===== config.mk =====
export PLATFORM = sky130hd
export DESIGN_NAME = game_ctrl
export DESIGN_NICKNAME = d
export VERILOG_FILES = /design/src/rtl/game_ctrl.sv
export SDC_FILE = /design/constraint.sdc
export NUM_CORES = 1
export LEC_CHECK = 0
export ABC_AREA = 1
export ABC_CLOCK_PERIOD_IN_PS = 3400
export CORE_UTILIZATION = 26
export DETAILED_ROUTE_END_ITERATION = 6
export SETUP_SLACK_MARGIN = 0.15
export SYNTH_ARGS = -nofsm -noshare
export SYNTH_HDL_FRONTEND = slang
export SYNTH_SLANG_ARGS = --single-unit

===== constraint.sdc =====
create_clock -name clk -period 3.4 [get_ports clk]
set_input_delay 0.51 -clock clk [delete_from_list [all_inputs] [get_ports clk]]
set_output_delay 0.51 -clock clk [all_outputs]
set_load 0.02 [all_outputs]

===== src/rtl/game_ctrl.sv =====
// Game controller: start synchroniser, IDLE/RUN/HIT/OVER state machine,
// collision latch, and binary + cascaded-BCD current and high score counters.
module game_ctrl #(
    parameter int SCORE_MAX  = 9999,
    parameter int HIT_FRAMES = 60
) (
    input  logic        clk,
    input  logic        reset,
    input  logic        goose,
    input  logic        bean,
    input  logic        frame_end,
    input  logic        score_tick,
    input  logic        start,
    output logic        hit,
    output logic        running,
    output logic [13:0] score,
    output logic [13:0] score_hi,
    output logic [15:0] score_bcd,
    output logic [15:0] hi_bcd,
    output logic        new_hi
);

    localparam int              CNT_W      = (HIT_FRAMES > 1) ? $clog2(HIT_FRAMES) : 1;
    localparam logic [13:0]     MAX_BIN    = 14'(SCORE_MAX);
    localparam logic [CNT_W-1:0] LAST_FRAME = CNT_W'(HIT_FRAMES - 1);

    typedef enum logic [1:0] {
        IDLE = 2'd0,
        RUN  = 2'd1,
        HIT  = 2'd2,
        OVER = 2'd3
    } state_t;

    state_t state;
    state_t state_next;

    logic             start_s1;
    logic             start_s2;
    logic             start_prev;
    logic             start_armed;
    logic [1:0]       sync_fill;
    logic             start_edge;
    logic             overlap_now;
    logic             overlap_latch;
    logic             collide;
    logic [CNT_W-1:0] frame_cnt;
    logic             tick_ok;
    logic [13:0]      score_now;
    logic [15:0]      bcd_now;
    logic             game_start;

    // One decade step across four digits; a 9 rolls to 0 and carries upward.
    function automatic logic [15:0] bcd_increment(input logic [15:0] v);
        logic [15:0] r;
        logic        carry;
        r     = v;
        carry = 1'b1;
        for (int i = 0; i < 4; i++) begin
            if (carry) begin
                if (r[i*4 +: 4] == 4'd9) begin
                    r[i*4 +: 4] = 4'd0;
                end else begin
                    r[i*4 +: 4] = r[i*4 +: 4] + 4'd1;
                    carry       = 1'b0;
                end
            end
        end
        return r;
    endfunction

    // The arm flag blocks a start level that was already high at reset release.
    always_ff @(posedge clk or negedge reset) begin
        if (!reset) begin
            start_s1    <= 1'b0;
            start_s2    <= 1'b0;
            start_prev  <= 1'b0;
            start_armed <= 1'b0;
            sync_fill   <= 2'b00;
        end else begin
            start_s1   <= start;
            start_s2   <= start_s1;
            start_prev <= start_s2;
            sync_fill  <= {sync_fill[0], 1'b1};
            if (sync_fill[1] && !start_s2) begin
                start_armed <= 1'b1;
            end
        end
    end

    assign start_edge  = start_armed & start_s2 & ~start_prev;
    assign overlap_now = goose & bean;
    assign collide     = (state == RUN) & frame_end & (overlap_latch | overlap_now);
    assign game_start  = start_edge & ((state == IDLE) | (state == OVER));

    always_ff @(posedge clk or negedge reset) begin
        if (!reset) begin
            overlap_latch <= 1'b0;
        end else if ((state == RUN) && !frame_end) begin
            overlap_latch <= overlap_latch | overlap_now;
        end else begin
            overlap_latch <= 1'b0;
        end
    end

    always_ff @(posedge clk or negedge reset) begin
        if (!reset) begin
            frame_cnt <= '0;
        end else if (state != HIT) begin
            frame_cnt <= '0;
        end else if (frame_end) begin
            frame_cnt <= frame_cnt + 1'b1;
        end
    end

    always_ff @(posedge clk or negedge reset) begin
        if (!reset) begin
            state <= IDLE;
        end else begin
            state <= state_next;
        end
    end

    always_comb begin
        state_next = state;
        case (state)
            IDLE: if (start_edge) state_next = RUN;
            RUN:  if (collide) state_next = HIT;
            HIT:  if (frame_end && (frame_cnt == LAST_FRAME)) state_next = OVER;
            OVER: if (start_edge) state_next = RUN;
            default: state_next = IDLE;
        endcase
    end

    // The tick landing on the collision cycle is included in the high-score compare.
    assign tick_ok   = (state == RUN) & score_tick & (score < MAX_BIN);
    assign score_now = tick_ok ? score + 14'd1 : score;
    assign bcd_now   = tick_ok ? bcd_increment(score_bcd) : score_bcd;

    always_ff @(posedge clk or negedge reset) begin
        if (!reset) begin
            score     <= '0;
            score_bcd <= '0;
            score_hi  <= '0;
            hi_bcd    <= '0;
            new_hi    <= 1'b0;
        end else if (game_start) begin
            score     <= '0;
            score_bcd <= '0;
            new_hi    <= 1'b0;
        end else if (state == RUN) begin
            score     <= score_now;
            score_bcd <= bcd_now;
            if (collide && (score_now > score_hi)) begin
                score_hi <= score_now;
                hi_bcd   <= bcd_now;
                new_hi   <= 1'b1;
            end
        end
    end

    assign hit     = (state == HIT) | (state == OVER);
    assign running = (state == RUN);

endmodule


==> impl_summary.md, run 1 <==
Drt
The average via count per standard cell is around 4.4. The number of vias after detailed routing is between 4k and 5k. The residual antenna-violating net count after detailed routing is 0.

The total wire length is about 11 mm. The number of optimization iterations in the first detailed-route pass is 4. For this block, the initial DRC count from the detailed router was about 230. In the final routed layout, each cell accounts on average for between 10 and 15 um. After detailed routing, the number of remaining DRC violations is 0.

Finish
At the end of the flow, the number of nets in the layout was 716. In the layout the commonest cells are sky130_fd_sc_hd__nand2_1 (233), sky130_fd_sc_hd__inv_1 (75), sky130_fd_sc_hd__dfrtp_1 (74). The share of final-layout standard cells stronger than drive strength 1 is between 10% and 20%.

The area growth from synthesis to final layout is 31.0%. 0 antenna diodes ended up in the layout. Leaving out fill and tap cells, the most frequent cell in the layout is sky130_fd_sc_hd__nand2_1. After routing the design area is between 5000 and 6000 um^2. The post-layout utilization of the core is between 30% and 40%.

Synthesis
The number of nets in the synthesized netlist is between 600 and 700. The fraction of the yosys area taken by sequential cells is a little over two fifths. After technology mapping, the gate count stands at around 610. The synthesized cell area is 4440 um^2.

The flop and latch count out of synthesis is 76. In this run the mean area of a mapped cell was 7.25 um^2. After synthesis, the netlist uses 35 different library cells. The yosys synthesis warning count is 0.

Worst setup path
The type of element launching the critical path is a flop. At the worst endpoint, the required time is approximately 3.7 ns. The data arrival time at the worst-slack endpoint is 3.23 ns. The type of destination of the critical path is a flop. The type of the worst setup path is flop to flop. The biggest fanout along the worst timing path is 20.

STA
The final setup slack of the worst path is roughly 0.45 ns. The count of endpoints failing hold in the final timing report is 0. Setup repair after global routing left no endpoint under its margin. The accumulated negative setup slack is 0 ns. The slew at the pin closest to its max-slew limit is between 0.9 and 1 ns. In this run the tightest slew margin relative to its limit is between 30% and 40%. Across the routed clock network, the largest skew measured is roughly 0.0092 ns. The maximum frequency from static timing analysis is 0.339 GHz.

The setup-violating endpoint count in the final report is 0. The count of final max-slew check failures is 0. The final critical path time including I/O delays and setup is just under 3 ns. The worst path uses approximately 87% of the clock period.

Min path
The kind of path behind the tightest hold check is primary input to async pin.

Global route
The first global-routing pass estimated about 19 mm of wire. Entering global routing, the biggest net connects just under 80 pins. The aggregate global-route resource usage is 13.7%. Summed over all layers, the global routing overflow is 0.

The number of antenna violations at the first check in global routing is 0. The via count of the first global-routing pass is just under 4k.

Die
The core region is roughly 17000 um^2. The cell row count is 47. The die covers 17600 um^2. In this run the vertical extent of the chip is approximately 130 um. The number of placed I/O pins is 70. The chip width is approximately 130 um. For this configuration, the core starts out at a cell density of 26.7%.

Power and ir drop
The internal portion of the total power is 2.63 mW. The net switching fraction of the power is between 40% and 50%. Summed over all cells, the static leakage comes to just under 3 nW. Dividing total power by cell area gives a power density of 756 nW/um^2. Per report_power, the clock group accounts for between 20% and 30% of the total. The final total power is 4.40 mW.

IR analysis of the VDD net gives a maximum drop of 0.267 mV. Combinational cells account for a little over two fifths of the total power. The net switching power of the design is roughly 1.8 mW. Of the total power, registers draw between 20 and 30%.

Run status
The flow ran to the end, and the final reports show no timing, DRC or antenna violations.

Place
OpenSTA, run right after detailed placement, puts the worst setup slack at roughly 0.17 ns. The total cell area at the placement stage is 5390 um^2. The congestion estimate from routability-driven global placement came to around 0.87.

The number of buffers inserted by port buffering is 69. The half-perimeter wire length of the detailed placement result is 8.14 mm.

Clocking
For this design, the sink count on the clock tree is 76. The number of buffers inserted by hold repair at cts is 0. Clock-pin slew was measured on the worst setup and hold paths at roughly 0.060 ns.

The TritonCTS buffer count is 9. The cell at the root of the clock tree is sky130_fd_sc_hd__clkbuf_16. The clock passes through at most 2 buffers. The clock tree from TritonCTS is done. The H-tree depth is 3. The clock reaches the later pin of the worst-skew pair after ~0.34 ns.

Flow run
The max capacitance violation total is 0.
## routing by layer
| layer | wire, um | share of wire, % | global-route usage (%) |
|---|---|---|---|
| met5 | 0 | 0 | 0 |
| met4 | 220 | 1.9 | 5.68 |
| met3 | 480 | 4.2 | 2.84 |
| met2 | 5220 | 46 | 22.1 |
| met1 | 5480 | 48 | 17.9 |
## layout make-up
| class | count | area [um^2] |
|---|---|---|
| clock buffer | 10 | 229 |
| clock inverter | 5 | 125 |
| fill | 1750 | 10800 |
| inverter | 84 | 315 |
| multi-input combinational | 436 | 2140 |
| sequential | 76 | 1900 |
| tap | 220 | 275 |
| timing repair buffer | 82 | 818 |
## cells in the mapped netlist (all sizes together)
cell	number	area, um^2
clkbuf	4	16.3
nor3	8	45.0
xnor2	1	8.76
nand4	15	93.8
a211oi	1	7.51
nor3b	1	7.51
nand3b	1	7.51
a21oi	29	156
a21o	1	7.51
nand3	26	148
inv	84	315
ha	20	250
or2	2	12.5
a31oi	2	12.5
conb	1	3.75
buf	12	77.6
o21ai	24	120
nor2	50	225
nand2	247	962
dfrtp	76	1900
xor2	5	43.8
o31ai	1	7.51
o21bai	1	7.51
## what timing repair did
item | 4_1_cts | 5_1_grt
gates resized for setup | 1 | 5
pin swaps | 0 | 1
setup buffers | 0 | 5
endpoints found under the setup margin | 4 | 30
## power groups by stage
stage | Clock (mW) | Sequential [mW] | Combinational, mW
after floorplan | 0 | 1.43 | 1.09
after global placement | 0 | 1.32 | 1.90
after detailed placement | 0 | 1.32 | 1.91
after CTS | 1.19 | 1.30 | 1.94
after global routing | 1.23 | 1.34 | 2.20
final | 1.17 | 1.30 | 1.93
## final timing paths
check	startpoint	endpoint	slack (ns)	cells past startpoint
worst min register to register	start_s1$_DFF_PN0_	start_s2$_DFF_PN0_	0.35	0
max in group asynchronous	reset	score[1]$_DFFE_PN0P_	2.35	1
worst max register to register	score[0]$_DFFE_PN0P_	hi_bcd[10]$_DFFE_PN0P_	0.45	20
worst max-delay path	score[0]$_DFFE_PN0P_	hi_bcd[10]$_DFFE_PN0P_	0.45	20
min in group clk	start_s1$_DFF_PN0_	start_s2$_DFF_PN0_	0.35	0
worst min-delay path	reset	hi_bcd[14]$_DFFE_PN0P_	0.30	1
## worst max-delay path, cell delays in order (launching register included)
cell and delay [ns]:
sky130_fd_sc_hd__dfrtp_2 0.44, sky130_fd_sc_hd__ha_1 0.25, sky130_fd_sc_hd__nand3_1 0.11, sky130_fd_sc_hd__nand2_1 0.12
sky130_fd_sc_hd__nand3_4 0.14, sky130_fd_sc_hd__nand3_4 0.10, sky130_fd_sc_hd__buf_12 0.15, sky130_fd_sc_hd__nor2_1 0.16
sky130_fd_sc_hd__nor2_2 0.06, sky130_fd_sc_hd__ha_1 0.27, sky130_fd_sc_hd__nand2_1 0.07, sky130_fd_sc_hd__nor2_1 0.19
sky130_fd_sc_hd__nand2_1 0.10, sky130_fd_sc_hd__inv_1 0.06, sky130_fd_sc_hd__nand2_1 0.05, sky130_fd_sc_hd__nand2_1 0.07
sky130_fd_sc_hd__nand2_1 0.07, sky130_fd_sc_hd__nor2_1 0.17, sky130_fd_sc_hd__buf_12 0.19, sky130_fd_sc_hd__nand2_1 0.07
sky130_fd_sc_hd__nand2_1 0.05
## registers in the layout (all words and copies together), names as in the netlist
register	flops
start_prev	1
sync_fill	2
score_bcd	16
state	2
start_armed	1
overlap_latch	1
score	14
start_s2	1
score_hi	14
start_s1	1
hi_bcd	16
new_hi	1
frame_cnt	6
## cells by family (layout without fill, tap and decap cells)
logic type | after synthesis | count (layout) | synth area share, %
other | 1 | 1 | 0.0845
AO/OA/AOI/OAI | 59 | 59 | 7.19
flip-flops | 76 | 76 | 42.9
adder cells (fa/ha/maj) | 20 | 20 | 5.64
XOR/XNOR | 6 | 6 | 1.18
buffers and inverters | 100 | 181 | 9.22
AND/OR/NAND/NOR | 350 | 350 | 33.8
## per-stage QoR
step	hold slack [ns]	std cells
floorplan	0.214	612
global placement	0.331	893
detailed placement	0.336	893
CTS	0.349	908
global route	0.355	913
finish	0.305	913
Note: power is estimated with default switching activity, not from simulation.
==> inputs of run 2 (changes only) <==
--- a/config.mk
+++ b/config.mk
@@ -5,7 +5,6 @@
 export SDC_FILE = /design/constraint.sdc
 export NUM_CORES = 1
 export LEC_CHECK = 0
-export ABC_AREA = 1
 export ABC_CLOCK_PERIOD_IN_PS = 3400
 export CORE_UTILIZATION = 26
 export DETAILED_ROUTE_END_ITERATION = 6
==> run 2 against run 1 <==
The flow now finishes with violations (setup timing). Count of clock-buffer cells in the layout fell by 1. Critical path depth is 5 lower. Non-clock buffer count grew 49. Critical path type unchanged. Critical endpoint is now hi_bcd[13]$_DFFE_PN0P_.
==> impl_summary.md, run 2 <==
Power and ir drop
Summing internal, switching and leakage power gives 3.54 mW. For this design the ratio of total power to cell area is ~610 nW/um^2. The leakage component of the power is 2.82 nW. The net switching fraction of the power is about 34%.

The clock share of power is about a quarter. The net switching power of the design is around 1.2 mW. The power share of the sequential group is about a third. The total internal power is ~2.3 mW. Per report_power, the combinational group accounts for approximately 40% of the total.

The worst IR drop on VDD is between 0.4 and 0.5 mV.

Clocking
No sink is reached through more buffers than the 2 on the longest clock path. The TritonCTS buffer count is 9. TritonCTS built the clock tree. The cell sitting at the root of the clock tree is a sky130_fd_sc_hd__clkbuf_16. The H-tree was split into 3 levels. Buffers inserted to repair hold after CTS numbered 0. The clock net in this run drives a total of 76 sinks. The later pin in the worst-skew pair is clocked with a latency of approximately 0.34 ns.

Clock-pin slew was measured on the worst setup and hold paths at around 0.060 ns.

Drt
In this run, the number of DRC markers left after iteration 0 of detailed routing was around 150. The final layout contains routed wiring with a total length of 9.86 mm. The pre-antenna-repair detailed-routing pass consisted of 4 iterations.

Using the TritonRoute via totals, the vias-per-cell ratio works out to between 4 and 5. The residual antenna-violating net count after detailed routing is 0. The wire length per cell is between 10 and 15 um. In the routed design, unresolved DRC markers number 0.

The routed layout has 3046 vias.

Worst setup path
Of all nets on the critical path, the largest fanout is 6. The type of destination of the critical path is a flop. The type of element launching the critical path is a flop. For the worst setup path, the data required time is about 3.7 ns. By startpoint and endpoint, the worst setup path is classified as flop to flop. For the worst setup path, the data arrival time is between 3 and 4 ns.

STA
The accumulated negative setup slack is -0.0908 ns. At the pin with the least slew margin, the transition time is 0.976 ns. Between clock sinks in the finished design, the worst skew comes to 0.00651 ns.

The setup-violating endpoint count in the final report is 13. The relative slew slack is between 30% and 40%. The final critical path time including I/O delays and setup is about 3.4 ns. Setup repair after global routing could not meet its margin everywhere. The final setup slack of the worst path is -0.0169 ns.

The count of endpoints failing hold in the final timing report was 0. The count of final max-slew check failures is 0. Derived from the worst setup path, the maximum achievable clock frequency is around 0.3 GHz.

After layout, the worst path uses 100% of the clock period.

Synthesis
The number of different library cells used by synthesis comes to 47. The top cell type by area accounts for between 40 and 50% of the synthesized area. Summed over all instances, the cell type with the most area after synthesis is sky130_fd_sc_hd__dfrtp_1.

After synthesis the netlist holds a flip-flop and latch count of 76. The cell area that synthesis handed to floorplanning was ~3800 um^2. The async set-or-reset flop fraction in the synthesized netlist is between 90% and 100%. The fraction of the yosys area taken by sequential cells is 49.8%. Yosys instantiated no cell more often than sky130_fd_sc_hd__dfrtp_1.

Sorting the synthesized cells by how often they occur yields sky130_fd_sc_hd__dfrtp_1 (76), sky130_fd_sc_hd__inv_1 (36), sky130_fd_sc_hd__nor2_1 (31), sky130_fd_sc_hd__mux2i_1 (21), sky130_fd_sc_hd__ha_1 (20). The leading register cell type out of synthesis is sky130_fd_sc_hd__dfrtp_1. The yosys synthesis warning count is 0. By area the synthesized netlist is led by sky130_fd_sc_hd__dfrtp_1 (50%), sky130_fd_sc_hd__ha_1 (6.6%), sky130_fd_sc_hd__mux2i_1 (5.5%). In this run, synthesis inferred 0 flip-flops with an integrated enable. Each instance of the synthesized netlist takes up on average about 11 um^2.

Synthesis produced a netlist whose cell count is around 350. The synthesized netlist net count is ~380.

Finish
The count of filler cells inserted in the layout is roughly 1.4k. The area of combinational cells with multiple inputs is approximately 2000 um^2. The largest registers in the layout are hi_bcd x16, score_bcd x16. In the layout the commonest cells are sky130_fd_sc_hd__dfrtp_1 (69), sky130_fd_sc_hd__clkdlybuf4s50_1 (67), sky130_fd_sc_hd__buf_4 (54). Leaving out fill and tap cells, the most frequent cell in the layout is sky130_fd_sc_hd__dfrtp_1. The area growth from synthesis to final layout is 51.3%.

The number of nets at the end of the flow is approximately 510. The sequential cell area is 1910 um^2. The antenna diode instance count is 0.

In the final layout, the share of cells above drive strength 1 is 26.6%.

Die
The number of placed I/O pins is 70. The vertical die dimension is approximately 120 um. The die covers around 15000 um^2. In this run the core area contains 43 standard-cell rows. The core area is 14100 um^2. The initial utilization of the core area, before any placement, comes to between 20% and 30%. In this run the horizontal extent of the chip is about 120 um.

Run status
The run finished, with violations left. The checks that failed: setup timing.

Flow run
The max capacitance violation total is 0.

Global route
The via count of the first global-routing pass is ~3.3k. The first-pass GRT wire length is roughly 16 mm. The aggregate global routing overflow is 0. Entering global routing, the biggest net connects 77 pins.

The number of antenna violations at the first check in global routing is 0. The aggregate global-route resource usage is ~14%.

Min path
The kind of path behind the tightest hold check is primary input to async pin.

Place
The weighted congestion reported at the end of routability-driven placement is 0.818. Once detailed placement completed, the half-perimeter wirelength came to about 6.9 mm. In this run the tool buffered the top-level ports with around 70 buffer cells.
[run 2: changes by cell type in the layout (fill, tap and decap cells not counted), moves of 18 or more]
cell,previous run,this run
sky130_fd_sc_hd__a21oi_1,28,5
sky130_fd_sc_hd__and2_1,0,18
sky130_fd_sc_hd__buf_4,10,54
sky130_fd_sc_hd__inv_1,75,35
sky130_fd_sc_hd__mux2i_1,0,20
sky130_fd_sc_hd__nand2_1,233,15
[run 2: power by group through the flow]
stage          sequential [mW]  clock [mW]  combinational (mW)
2_1_floorplan             1.37           0               0.503
3_3_place_gp              1.21           0                1.23
3_5_place_dp              1.22           0                1.26
4_1_cts                   1.20       0.952                1.37
5_1_grt                   1.22       0.985                1.54
6_report                  1.20       0.919                1.42
[run 2: final cells by class]
type	count	area share [%]
Clock inverter	5	0.953
Clock buffer	9	3.90
Sequential cell	76	33.1
Timing Repair Buffer	131	21.5
Inverter	36	2.34
Multi-Input combinational cell	231	34.4
Tap cell	180	3.90
[run 2: critical path, cell delays in order, from the launching register on]
cell	delay [ns]
sky130_fd_sc_hd__dfrtp_2	0.40
sky130_fd_sc_hd__and3_4	0.19
sky130_fd_sc_hd__nand4_1	0.16
sky130_fd_sc_hd__nor4_2	0.35
sky130_fd_sc_hd__and3_1	0.26
sky130_fd_sc_hd__xor2_2	0.18
sky130_fd_sc_hd__ha_1	0.27
sky130_fd_sc_hd__a21o_1	0.17
sky130_fd_sc_hd__a21o_1	0.18
sky130_fd_sc_hd__a221oi_4	0.34
sky130_fd_sc_hd__o31ai_4	0.13
sky130_fd_sc_hd__nand3_2	0.12
sky130_fd_sc_hd__buf_12	0.12
sky130_fd_sc_hd__buf_12	0.12
sky130_fd_sc_hd__buf_12	0.13
sky130_fd_sc_hd__mux2i_2	0.21
[run 2: metrics by stage]
stage                     instance area, um^2  hold WS (ns)  std cells  worst slack, ns  utilization (%)
after global routing                     5780         0.356        668           -0.206             41.0
after floorplan                          3950         0.214        352           0.0727                -
after CTS                                5690         0.350        663           0.0466             40.4
after global placement                   5190         0.333        638           -0.264             36.8
final                                    5780         0.319        668          -0.0169             41.0
after detailed placement                 5190         0.336        638           -0.317             36.8
[run 2: kinds of logic (layout without fill, tap and decap cells)]
kind of cell             Yosys count  after routing  synth area share [%]
flip-flops                        76             76                  49.8
buffers and inverters             45            181                  4.78
AO/OA/AOI/OAI                     34             34                  7.08
multiplexers                      36             36                  9.93
XOR/XNOR                          24             24                  5.50
other                              1              1                0.0982
adder cells (fa/ha/maj)           20             20                  6.55
AND/OR/NAND/NOR                  116            116                  16.3
[run 2: what timing repair did]
item / CTS / global route
pin swaps: 17 / 10
cloned: 1 / 0
resized for setup: 22 / 10
setup endpoints to repair: 28 / 31
buffers inserted: 10 / 5
[run 2: path summary, 6_finish.rpt]
kind / start / to / slack [ns] / cells past startpoint
max in group asynchronous: reset / score[0]$_DFFE_PN0P_ / 2.38 / 1
worst max register to register: score[4]$_DFFE_PN0P_ / hi_bcd[13]$_DFFE_PN0P_ / -0.02 / 15
worst max-delay path: score[4]$_DFFE_PN0P_ / hi_bcd[13]$_DFFE_PN0P_ / -0.02 / 15
worst min register to register: start_s1$_DFF_PN0_ / start_s2$_DFF_PN0_ / 0.35 / 0
worst min-delay path: reset / score_hi[6]$_DFFE_PN0P_ / 0.32 / 1
min in group clk: start_s1$_DFF_PN0_ / start_s2$_DFF_PN0_ / 0.35 / 0
[run 2: metal layers]
layer	share of wire (%)	vias to the layer above	global-route usage, %
met5	0	-	0
met3	4.4	11	3.78
li1	-	1464	-
met4	1.2	0	4.44
met1	46	1500	17.6
met2	48	71	24.0
